**src/rtl/switchbox_cfg_pkg.sv**
```systemverilog
// rtl/switchbox_cfg_pkg.sv - shared constants, state enum and select-word legality for the switchbox config loader
package switchbox_cfg_pkg;

  localparam logic [2:0] SIDE_NONE   = 3'd0;
  localparam logic [2:0] SIDE_TOP    = 3'd1;
  localparam logic [2:0] SIDE_RIGHT  = 3'd2;
  localparam logic [2:0] SIDE_BOTTOM = 3'd3;
  localparam logic [2:0] SIDE_LEFT   = 3'd4;

  localparam int SIDE_LSB = 0;
  localparam int SIDE_W   = 3;
  localparam int IDX_LSB  = 3;

  localparam logic [7:0] CRC8_POLY = 8'h07;

  typedef enum logic [1:0] {
    ST_HUNT,
    ST_LOAD,
    ST_CRC,
    ST_CHECK
  } state_e;

  // Index range depends on which side the select points at; codes 5..7 are never legal.
  function automatic logic word_legal(input logic [2:0] side, input int idx,
                                      input int rows, input int cols);
    case (side)
      SIDE_NONE:               word_legal = 1'b1;
      SIDE_TOP, SIDE_BOTTOM:   word_legal = (idx < cols);
      SIDE_RIGHT, SIDE_LEFT:   word_legal = (idx < rows);
      default:                 word_legal = 1'b0;
    endcase
  endfunction

endpackage

```
**src/rtl/crc8_serial.sv**
```systemverilog
// rtl/crc8_serial.sv - bit-serial MSB-first CRC-8, no reflection, no final xor
module crc8_serial
  import switchbox_cfg_pkg::*;
(
  input  logic       clk,
  input  logic       rst_n,
  input  logic       clr,
  input  logic       en,
  input  logic       din,
  output logic [7:0] crc
);

  logic [7:0] crc_q, crc_d;
  logic       fb;

  always_comb begin
    crc_d = crc_q;
    fb    = crc_q[7] ^ din;
    if (clr) begin
      crc_d = 8'h00;
    end else if (en) begin
      crc_d = {crc_q[6:0], 1'b0} ^ (fb ? CRC8_POLY : 8'h00);
    end
  end

  always_ff @(posedge clk or negedge rst_n) begin
    if (!rst_n) crc_q <= 8'h00;
    else        crc_q <= crc_d;
  end

  assign crc = crc_q;

endmodule

```
**src/rtl/switchbox_cfg_loader.sv**
```systemverilog
// rtl/switchbox_cfg_loader.sv - serial bitstream loader with sync hunt, CRC-8 and legality check, atomic select commit
module switchbox_cfg_loader
  import switchbox_cfg_pkg::*;
#(
  parameter int         ROWS      = 4,
  parameter int         COLS      = 5,
  parameter int         DW        = 6,
  parameter logic [7:0] SYNC_WORD = 8'hA5
) (
  input  logic               clk,
  input  logic               rst_n,
  input  logic               cfg_bit,
  input  logic               cfg_valid,
  output logic               cfg_ready,
  input  logic               cfg_abort,
  output logic [COLS*DW-1:0] sel_top,
  output logic [COLS*DW-1:0] sel_bottom,
  output logic [ROWS*DW-1:0] sel_left,
  output logic [ROWS*DW-1:0] sel_right,
  output logic               cfg_done,
  output logic               cfg_err,
  output logic               busy
);

  localparam int NWORDS = 2*COLS + 2*ROWS;
  localparam int NBITS  = NWORDS*DW;
  localparam int CW     = $clog2(NBITS);
  localparam logic [CW-1:0] LAST_BIT = CW'(NBITS-1);
  localparam logic [CW-1:0] CRC_LAST = CW'(7);

  state_e             state_q, state_d;
  logic [7:0]         window_q, window_d;
  logic [CW-1:0]      cnt_q, cnt_d;
  logic [NBITS-1:0]   shadow_q, shadow_d;
  logic [NBITS-1:0]   active_q, active_d;
  logic [7:0]         crc_rx_q, crc_rx_d;
  logic               done_q, done_d;
  logic               err_q, err_d;
  logic               accept, crc_clr, crc_en, all_legal, pass;
  logic [7:0]         crc_calc;

  assign cfg_ready = (state_q != ST_CHECK);
  assign busy      = (state_q != ST_HUNT);
  assign accept    = cfg_valid & cfg_ready;
  assign cfg_done  = done_q;
  assign cfg_err   = err_q;

  crc8_serial u_crc (
    .clk   (clk),
    .rst_n (rst_n),
    .clr   (crc_clr),
    .en    (crc_en),
    .din   (cfg_bit),
    .crc   (crc_calc)
  );

  always_comb begin
    all_legal = 1'b1;
    for (int w = 0; w < NWORDS; w++) begin
      if (!word_legal(shadow_q[w*DW+SIDE_LSB +: SIDE_W],
                      int'(shadow_q[w*DW+IDX_LSB +: DW-IDX_LSB]), ROWS, COLS))
        all_legal = 1'b0;
    end
  end

  assign pass = (crc_rx_q == crc_calc) && all_legal;

  always_comb begin
    state_d  = state_q;
    window_d = window_q;
    cnt_d    = cnt_q;
    shadow_d = shadow_q;
    crc_rx_d = crc_rx_q;
    active_d = active_q;
    done_d   = 1'b0;
    err_d    = 1'b0;
    crc_clr  = 1'b0;
    crc_en   = 1'b0;
    // Abort wins over any bit accepted in the same cycle and over a pending commit.
    if (cfg_abort) begin
      state_d  = ST_HUNT;
      window_d = 8'h00;
      cnt_d    = '0;
      crc_clr  = 1'b1;
    end else begin
      case (state_q)
        ST_HUNT: if (accept) begin
          window_d = {window_q[6:0], cfg_bit};
          if (window_d == SYNC_WORD) begin
            state_d = ST_LOAD;
            cnt_d   = '0;
            crc_clr = 1'b1;
          end
        end
        ST_LOAD: if (accept) begin
          // Shifting in from the LSB leaves payload bit k at NBITS-1-k once full.
          shadow_d = {shadow_q[NBITS-2:0], cfg_bit};
          crc_en   = 1'b1;
          if (cnt_q == LAST_BIT) begin
            state_d = ST_CRC;
            cnt_d   = '0;
          end else begin
            cnt_d = cnt_q + CW'(1);
          end
        end
        ST_CRC: if (accept) begin
          crc_rx_d = {crc_rx_q[6:0], cfg_bit};
          if (cnt_q == CRC_LAST) begin
            state_d = ST_CHECK;
            cnt_d   = '0;
          end else begin
            cnt_d = cnt_q + CW'(1);
          end
        end
        ST_CHECK: begin
          if (pass) begin
            active_d = shadow_q;
            done_d   = 1'b1;
          end else begin
            err_d = 1'b1;
          end
          state_d  = ST_HUNT;
          window_d = 8'h00;
        end
        default: state_d = ST_HUNT;
      endcase
    end
  end

  always_ff @(posedge clk or negedge rst_n) begin
    if (!rst_n) begin
      state_q  <= ST_HUNT;
      window_q <= 8'h00;
      cnt_q    <= '0;
      shadow_q <= '0;
      active_q <= '0;
      crc_rx_q <= 8'h00;
      done_q   <= 1'b0;
      err_q    <= 1'b0;
    end else begin
      state_q  <= state_d;
      window_q <= window_d;
      cnt_q    <= cnt_d;
      shadow_q <= shadow_d;
      active_q <= active_d;
      crc_rx_q <= crc_rx_d;
      done_q   <= done_d;
      err_q    <= err_d;
    end
  end

  // Transmission order is top, bottom, left, right with word 0 of each group first (MSB end).
  for (genvar i = 0; i < COLS; i++) begin : g_cols
    assign sel_top[i*DW +: DW]    = active_q[(NWORDS-1-i)*DW +: DW];
    assign sel_bottom[i*DW +: DW] = active_q[(NWORDS-1-COLS-i)*DW +: DW];
  end
  for (genvar i = 0; i < ROWS; i++) begin : g_rows
    assign sel_left[i*DW +: DW]   = active_q[(NWORDS-1-2*COLS-i)*DW +: DW];
    assign sel_right[i*DW +: DW]  = active_q[(NWORDS-1-2*COLS-ROWS-i)*DW +: DW];
  end

endmodule

```
**config.mk**
```make
export PLATFORM = sky130hd
export DESIGN_NAME = switchbox_cfg_loader
export DESIGN_NICKNAME = d
export VERILOG_FILES = /design/src/rtl/switchbox_cfg_pkg.sv /design/src/rtl/crc8_serial.sv /design/src/rtl/switchbox_cfg_loader.sv
export SDC_FILE = /design/constraint.sdc
export NUM_CORES = 1
export LEC_CHECK = 0
export BUFFER_PORTS_ARGS = -buffer_cell sky130_fd_sc_hd__clkbuf_2
export CORE_ASPECT_RATIO = 1.4
export CORE_MARGIN = 2
export CORE_UTILIZATION = 58
export DETAILED_ROUTE_END_ITERATION = 16
export PLACE_DENSITY = 0.88
export SYNTH_ARGS = -nofsm -noshare
export SYNTH_HDL_FRONTEND = slang
export SYNTH_SLANG_ARGS = --single-unit
```
**constraint.sdc**
```tcl
create_clock -name clk -period 3.3 [get_ports clk]
set_input_delay 0.66 -clock clk [delete_from_list [all_inputs] [get_ports clk]]
set_output_delay 0.66 -clock clk [all_outputs]
set_load 0.005 [all_outputs]
```
==> Yosys cells after proc, flatten, opt, wreduce, memory -nomap -nowiden <==
Cells that the tools add are included.
{ "word_totals": {"reg_bits": 250, "in_bits": 5, "out_inout_bits": 112} }
{ "op_classes": {"addsub": 1, "order_cmp": 36, "eq_ne": 86, "n_mux": 71, "bitwise": 4, "n_reduce_logical": 66} }
{ "ops": {"columns": ["cell", "count"], "rows": [
  ["$eq 3x2->1 const B", 36],
  ["$lt 3x3->1 const B", 36],
  ["$reduce_or 2->1", 36],
  ["$mux 7", 9],
  ["$eq 3x1->1 const B", 18],
  ["$eq 3x3->1 const B", 18],
  ["$logic_not 3->1", 18],
  ["$pmux 1 s3", 18],
  ["$mux 1", 31],
  ["$pmux 7 s3", 1],
  ["$ne 3x3->1 const B", 6],
  ["$mux 8", 2],
  ["$mux 2", 7],
  ["$pmux 7 s2", 1],
  ["$reduce_and 3->1", 3],
  ["$eq 8x8->1", 1],
  ["$eq 8x8->1 const B", 1],
  ["$pmux 2 s4", 1],
  ["$xor 8x8->8", 1],
  ["$add 7x1->7 const B", 1],
  ["$eq 7x3->1 const B", 1],
  ["$eq 7x7->1 const B", 1],
  ["$reduce_and 6->1", 1],
  ["$reduce_and 5->1", 1],
  ["13 further kinds", 15]
]} }

==> Longest topological paths before layout <==
Gate-level depths: netlist of the first run.
{ "logic_depth": {"ltp_word": 25, "ltp_mapped": 9, "depth_no_buf": 7} }

==> Cells and area by module <==
From an unflattened synthesis of the first run, not the netlist that was laid out.
{ "hier_totals": {"hier_cells": 710, "hier_area_um2": 10276.1} }
{ "modules_own_cells": {"columns": ["mod", "instances", "cells_each", "area_per_inst_um2", "seq_area_each_um2"], "rows": [
  ["switchbox_cfg_loader", 1, 678, 9903.2, 6055.8],
  ["crc8_serial", 1, 32, 372.9, 200.2]
]} }

==> Worst setup path before layout of the first run <==
OpenSTA, ideal clock, no wires.
{ "synth_timing": {"path_type": "flip-flop to flip-flop", "start": "register shadow_q[43]", "end": "register active_q[100]", "setup_ns": 0.125, "arrival_ns": 2.590, "required_ns": 3.175, "slack_ns": 0.585, "path_stages_with_launch": 10, "path_buffers": 3, "cell_sequence": "dfrtp_1 o21ai_1 a21oi_1 or4_1 or4_1 or3_1 buf_6 buf_6 buf_6 mux2_4"} }
{ "synth_between": {"elab_chain_cells": 16, "elab_cells_between_ends": 21} }
{ "synth_rtl": {"columns": ["element", "line", "source"], "rows": [
  ["start: declaration", "switchbox_cfg_loader.sv:34", "logic [NBITS-1:0] shadow_q, shadow_d;"],
  ["start signal: assignment", "switchbox_cfg_loader.sv:144", "shadow_q <= shadow_d;"],
  ["$eq 3x2->1, or another cell as far along", "switchbox_cfg_pkg.sv:26", "case (side)"],
  ["$reduce_or 2->1", "switchbox_cfg_pkg.sv:26", null],
  ["$pmux 1 s3 *", "switchbox_cfg_pkg.sv:26", null],
  ["$mux 1 * (11 in series)", "switchbox_cfg_loader.sv:60", "if (!word_legal(shadow_q[w*DW+SIDE_LSB +: SIDE_W],"],
  ["$logic_and 1x1->1 *", "switchbox_cfg_loader.sv:66", "assign pass = (crc_rx_q == crc_calc) && all_legal;"],
  ["$reduce_and 3->1 (no source line) *", null, null],
  ["end signal: assignment", "switchbox_cfg_loader.sv:145", "active_q <= active_d;"],
  ["end: declaration", "switchbox_cfg_loader.sv:35", "logic [NBITS-1:0] active_q, active_d;"]
]} }
Every way passes the cells marked *; elsewhere a longest branch is shown, timed or not.
A chain may end at the register's enable or synchronous reset.

==> Worst setup path in the final report of the first run <==
{ "layout_timing": {"start": "register shadow_q[85]", "end": "register active_q[33]"} }
{ "layout_between": {"elab_chain_cells": 9, "elab_cells_between_ends": 14} }
{ "layout_rtl": {"columns": ["element", "line"], "rows": [
  ["$eq 3x2->1, or another cell as far along", "switchbox_cfg_pkg.sv:26"],
  ["$reduce_or 2->1", "switchbox_cfg_pkg.sv:26"],
  ["$pmux 1 s3 *", "switchbox_cfg_pkg.sv:26"],
  ["$mux 1 * (4 in series)", "switchbox_cfg_loader.sv:60"],
  ["$logic_and 1x1->1 *", "switchbox_cfg_loader.sv:66"],
  ["$reduce_and 3->1 (no source line) *", null]
]} }
Marks and branches as above.

==> results of run 1 <==
## state kept, by name, summed over array words and instances (netlist names)
| register | cells |
|---|---|
| cfg_err | 1 |
| active_q | 108 |
| u_crc.crc | 8 |
| cnt_q | 7 |
| shadow_q | 108 |
| state_q | 2 |
| cfg_done | 1 |
| crc_rx_q | 8 |
| window_q | 7 |
## final cells by class
type                    instances  area (µm²)
fillers                      1213        5370
well taps                     236         295
clock buffers                  29         671
repair buffers                127         723
inverters                       7        26.3
flip-flops and latches        250        6260
clock inverters                15         200
multi-input cells             663        3860
## metal layers
layer	track usage [%]	vias to the layer above
met1	30.7	3704
met5	0	-
met4	11.4	0
li1	-	3421
met3	4.37	66
met2	42.0	195
## layout by cell type, fill, tap and decap left out, types with 3 or more instances in the layout
cell type and n:
a21oi_1 27, clkinv_2 5, xnor2_1 12, nor2_1 29, buf_4 7, dfrtp_1 250
a211oi_1 6, nand4_1 7, or3b_2 5, nand3_1 3, bufinv_16 4, ha_1 5
clkbuf_2 115, mux2_2 107, or3_1 3, or4_1 3, clkbuf_16 25, nand2_1 356
inv_1 7, nand2b_1 5, buf_12 4, mux2_4 9, nor2b_1 3, clkinvlp_4 4
a22oi_1 11, clkbuf_8 3, o21ai_0 39, o21a_1 3
## how the worst max path moves through the flow
stage	startpoint	to	slack [ns]
4_1_cts	shadow_q[85]$_DFFE_PN0P_	active_q[102]$_DFFE_PN0P_	0.30
3_3_place_gp	shadow_q[66]$_DFFE_PN0P_	active_q[107]$_DFFE_PN0P_	0.43
6_report	shadow_q[85]$_DFFE_PN0P_	active_q[33]$_DFFE_PN0P_	0.26
5_1_grt	shadow_q[85]$_DFFE_PN0P_	active_q[33]$_DFFE_PN0P_	0.18
2_1_floorplan	shadow_q[43]$_DFFE_PN0P_	active_q[100]$_DFFE_PN0P_	0.58
3_5_place_dp	shadow_q[84]$_DFFE_PN0P_	active_q[102]$_DFFE_PN0P_	0.34
## power breakdown
group	leakage (nW)	internal (W)	switching (W)
registers	3.49	0.00309	0.0000340
logic	2.62	0.0000901	0.000260
clock network	0.419	0.00178	0.00118
## synthesized netlist by cell type, types with 2 or more instances
library cell	n
a211oi_1	6
a21oi_1	27
a22oi_1	11
and2_1	2
and3_1	2
buf_1	3
buf_2	9
buf_6	3
clkbuf_1	27
dfrtp_1	250
ha_1	5
inv_1	7
mux2_2	107
mux2_4	9
nand2_1	357
nand2b_1	5
nand3_1	3
nand4_1	7
nand4b_1	2
nor2_1	29
nor2b_1	3
nor4_1	2
o21a_1	3
o21ai_0	39
o21ai_1	2
o22ai_1	2
o31ai_1	2
or3_1	4
or3b_2	5
or4_1	3
or4b_2	2
xnor2_1	12
## worst max-delay path, cell delays in order, from the launching register on
cell	delay, ns
dfrtp_1	0.44
o21ai_0	0.20
a21oi_1	0.10
or4_1	0.47
or4_1	0.53
or3_4	0.57
buf_12	0.25
mux2_2	0.31
## metrics by stage
step	area [µm²]	setup slack, ns	hold WS (ns)	std cells	power [W]
floorplan	10300	0.585	0.364	962	0.00339
global placement	11200	0.428	0.485	1283	0.00353
detailed placement	11200	0.336	0.493	1283	0.00353
CTS	12000	0.302	0.188	1327	0.00647
global route	12000	0.185	0.223	1327	0.00665
finish	12000	0.256	0.138	1327	0.00643
## cells by family after synthesis
logic type / after synthesis
AO/OA/AOI/OAI: 99
XOR/XNOR: 12
adder cells (fa/ha/maj): 5
buffers and inverters: 49
flip-flops: 250
multiplexers: 117
AND/OR/NAND/NOR: 430
==> results.yml, run 1 <==
global_route:
  grt_pass1_vias: 7366
  grt_pass1_wl_mm: 37.2
  grt_max_degree: 116
  gr-total-overflow: 0
  track_usage_pct: 24.8
  antenna_found_initial: 0
placement:
  port_buffers: 116
  gp_congestion: 0.804
  dp_hpwl_mm: 14.8
clock_network:
  cts_hold_buf: 0
  post_cts.repair.setup_buffers: 0
  cts_htree_levels: 1
  cts_tree: "yes"
  cts.path.max_buffers: 3
  cts_root_buffer: "clkbuf_16"
  clkSinkCount: 250
  cts_resized: 0
  insertion_delay_ns: 0.52
  cts.reportedPaths.clkPinSlew_ns: 0.07
  cts_made_buffers: 24
sta:
  tightest_slew_ns: 1.19
  fmax_mhz: 328
  fin_crit_ns: 3.04
  clock_skew_ns: 0.0117
  hold_violations: 0
  setup_violations: 0
  rsz0062_at_grt: "false"
  setup_tns_ns: 0
  slew_viol_final: 0
  timing.slew.headroom_pct: 21.0
  timing.final.crit_share_pct: 92.3
logic_synthesis:
  syn-cell-area_um2: 10300
  ys_seq_elements: 250
  ys_top_cells_by_area: "dfrtp_1 61%, nand2_1 13%, mux2_2 12%"
  synthArstFlopShare_pct: 100
  synth_edf_count: 0
  syn_nets: 972
  synth-simple-area-share_pct: 17.0
  seq_area_frac_synth_pct: 60.6
  synth_top_family_by_area: "simple AND/OR/NAND/NOR gates"
  synth_mux_area_share_pct: 13.1
  synth_xor_area_share_pct: 1.02
  yosys.area_share.adder_pct: 0.606
  avgSynthCellArea_um2: 10.7
  yosys.cell_types.count: 44
  yosysWarnings: 0
  synth_top_cell_by_area: "dfrtp_1"
  synth_compound_area_share_pct: 5.58
  synth_cells: 962
  synth_top_area_share_pct: 60.6
  ys.flop_type: "dfrtp_1"
routing:
  first_pass_iters: 5
  antenna_violating_nets_post_route: 0
  drt-met1-wl_mm: 8.88
  drt-total-wl_mm: 23.0
  dr.first_iter.drc_count: 431
  num_vias: 7386
  viasPerCell: 5.57
  top_layer: "met4"
  wl_met2_mm: 12.0
  route.met3.wl_mm: 1.03
  wl_per_cell_um: 17.3
  drc: 0
critical_path:
  crit_arrival_ns: 3.44
  r2r_setup_slack_ns: 0.26
  cp-start-kind: "flop"
  rr_startpoint: "shadow_q[85]$_DFFE_PN0P_"
  ff2ff_path_depth: 7
  criticalPathCategory: "reg -> reg"
  end_kind: "flop"
  r2r-end: "active_q[33]$_DFFE_PN0P_"
  critPathRequiredTime_ns: 3.70
  cp_max_fo: 45
die:
  die_area_um2: 18900
  core_um2: 17400
  die_y_um: 162
  rows: 57
  io_pins: 117
  die_w_um: 117
  start_util_pct: 59.3
min_path:
  hold_path_class: "in -> async"
cells_and_area:
  drive_gt1_share_pct: 27.1
  area_delta_synth_final_pct: 16.6
  fin_nets: 1083
  n_antenna_cell: 0
  post-route-util_pct: 69.2
run:
  maxCapViolations: 0
power:
  peakVddDrop_uv: 393
  cellLeakagePower_nw: 6.53
  powerDensity_nw_per_um2: 535
outcome:
  status: "completed"
Note: power is estimated with default switching activity, not from simulation.
==> run 2: changes to the inputs <==
--- a/config.mk
+++ b/config.mk
@@ -11,6 +11,7 @@
 export CORE_UTILIZATION = 58
 export DETAILED_ROUTE_END_ITERATION = 16
 export PLACE_DENSITY = 0.88
+export REMOVE_ABC_BUFFERS = 1
 export SYNTH_ARGS = -nofsm -noshare
 export SYNTH_HDL_FRONTEND = slang
 export SYNTH_SLANG_ARGS = --single-unit
==> run 2 against run 1 <==
  * Fmax up 0.11%
  * First-iteration DRC count up 41%
  * Non-clock buffer count down 1
  * Critical endpoint is now active_q[39]$_DFFE_PN0P_
==> results.yml, run 2 (same netlist as run 1, synthesis figures left out) <==
power:
  netSwitchingPower_w: 0.00143
  p_comb_share_pct: 5.4
  cellLeakagePower_nw: 6.53
  swShare_pct: 22.0
  p_int_w: 0.00507
  power.total_w: 0.00650
  power_frac_clock_pct: 46.6
  powerDensity_nw_per_um2: 540
  pwr-share-seq_pct: 48.1
  peakVddDrop_uv: 415
clock_network:
  post_cts.repair.setup_buffers: 0
  cts_htree_levels: 1
  cts.reportedPaths.clkPinSlew_ns: 0.06
  insertion_delay_ns: 0.52
  cts_made_buffers: 23
  cts_tree: "yes"
  clkSinkCount: 250
  cts_hold_buf: 0
  cts_root_buffer: "clkbuf_16"
  cts_resized: 0
  cts.path.max_buffers: 3
critical_path:
  worst-path-stages: 7
  max_stage_delay_ns: 0.55
  r2r-end: "active_q[39]$_DFFE_PN0P_"
  ff2ff_path_depth: 7
  startpoint: "shadow_q[46]$_DFFE_PN0P_"
  cp-start-kind: "flop"
  end_kind: "flop"
  cpMaxStageDelayCell: "or4_1"
  rr_startpoint: "shadow_q[46]$_DFFE_PN0P_"
  crit_arrival_ns: 3.44
  path_buf_inv: 1
  critical-path-top-delay-family: "simple AND/OR/NAND/NOR gates"
  path_cells: "nor2_1 -> a21oi_1 -> or4_1 -> or4_1 -> or3_4 -> buf_12 -> mux2_2"
  cp_max_fo: 49
  crit_path_frequent_cell: "or4_1"
  endpoint: "active_q[39]$_DFFE_PN0P_"
  critPathRequiredTime_ns: 3.70
  criticalPathCategory: "reg -> reg"
  r2r_setup_slack_ns: 0.26
sta:
  hold_violations: 0
  tightest_slew_ns: 1.19
  fin_crit_ns: 3.04
  clock_skew_ns: 0.0147
  setup_tns_ns: 0
  fmax_mhz: 329
  rsz0062_at_grt: "false"
  timing.slew.headroom_pct: 20.7
  timing.final.crit_share_pct: 92.2
  setup_violations: 0
  timing.hold.ws_ns: 0.163
  setup_slack_ns: 0.259
  slew_viol_final: 0
cells_and_area:
  drive_gt1_share_pct: 26.6
  area_delta_synth_final_pct: 16.6
  mostFrequentLayoutCell: "nand2_1"
  n_antenna_cell: 0
  reg_top3: "active_q (108), shadow_q (108)"
  instances_no_fill: 1323
  layout_common_cells: "356 x nand2_1, 250 x dfrtp_1, 115 x clkbuf_2"
  fin_nets: 1081
die:
  die_y_um: 162
  start_util_pct: 59.3
  core_um2: 17400
  die_area_um2: 18900
  io_pins: 117
  rows: 57
  die_w_um: 117
routing:
  wl_per_cell_um: 17.0
  num_vias: 7333
  drt-total-wl_mm: 22.5
  first_pass_iters: 5
  antenna_violating_nets_post_route: 0
  dr.first_iter.drc_count: 607
  viasPerCell: 5.54
  drc: 0
global_route:
  grt_pass1_vias: 7556
  gr-total-overflow: 0
  grt_max_degree: 116
  grt_pass1_wl_mm: 37.3
  antenna_found_initial: 0
  track_usage_pct: 24.7
min_path:
  hold_path_class: "in -> async"
placement:
  dp_hpwl_mm: 14.7
  gp_congestion: 0.821
  post-place-ws_ns: 0.328
  placed_cells: 1282
  port_buffers: 116
run:
  maxCapViolations: 0
outcome:
  status: "completed"
-- run 2: changes by cell type in the layout (fill, tap and decap cells not counted), moves of 2 or more --
cell        before  now
bufinv_16        4    7
clkbuf_1         1    4
clkinv_2         5    3
buf_4            7    5
clkbuf_16       25   23
clkinvlp_4       4    1
-- run 2: final cells by class --
cell class              count  area, µm²
repair buffers            126        728
flip-flops and latches    250       6260
inverters                   7       26.3
clock buffers              29        618
well taps                 236        295
clock inverters            12        253
fillers                  1226       5360
multi-input cells         663       3860
-- run 2: power groups by stage --
| stage | logic [W] | registers [W] | clock network, W |
|---|---|---|---|
| after floorplan | 0.000193 | 0.00317 | 0 |
| after global placement | 0.000345 | 0.00318 | 0 |
| after detailed placement | 0.000350 | 0.00318 | 0 |
| after CTS | 0.000353 | 0.00312 | 0.00307 |
| after global routing | 0.000394 | 0.00313 | 0.00321 |
| final | 0.000348 | 0.00312 | 0.00303 |
-- run 2: metrics by stage --
step | util [%] | area, µm²
floorplan | - | 10100
detailed placement | 64.2 | 11200
global placement | 64.2 | 11200
global route | 69.2 | 12000
finish | 69.2 | 12000
CTS | 69.2 | 12000
-- run 2: worst register-to-register path, delay by kind of cell (launching register included) --
kind,cells,cell delay [ns]
simple gates,4,1.78
mux,1,0.39
flops,1,0.43
compound gates,1,0.09
buf+inv,1,0.24
-- run 2: worst min path at each step --
stage                                   startpoint                  endpoint  slack [ns]  cells after the start
after floorplan                              rst_n   active_q[0]$_DFFE_PN0P_        0.36                      0
after global placement        cnt_q[1]$_DFFE_PN0P_      cnt_q[1]$_DFFE_PN0P_        0.48                      2
after detailed placement  active_q[83]$_DFFE_PN0P_  active_q[83]$_DFFE_PN0P_        0.49                      1
after CTS                                    rst_n  active_q[87]$_DFFE_PN0P_        0.21                      1
after global routing                         rst_n  active_q[86]$_DFFE_PN0P_        0.23                      1
final                                        rst_n        cfg_done$_DFF_PN0_        0.16                      1
-- run 2: metal layers --
metal | global-route usage, % | wire (µm)
met1 | 31.2 | 8860
met2 | 42.3 | 11800
met4 | 9.89 | 796
met3 | 3.77 | 1020
met5 | 0 | 0
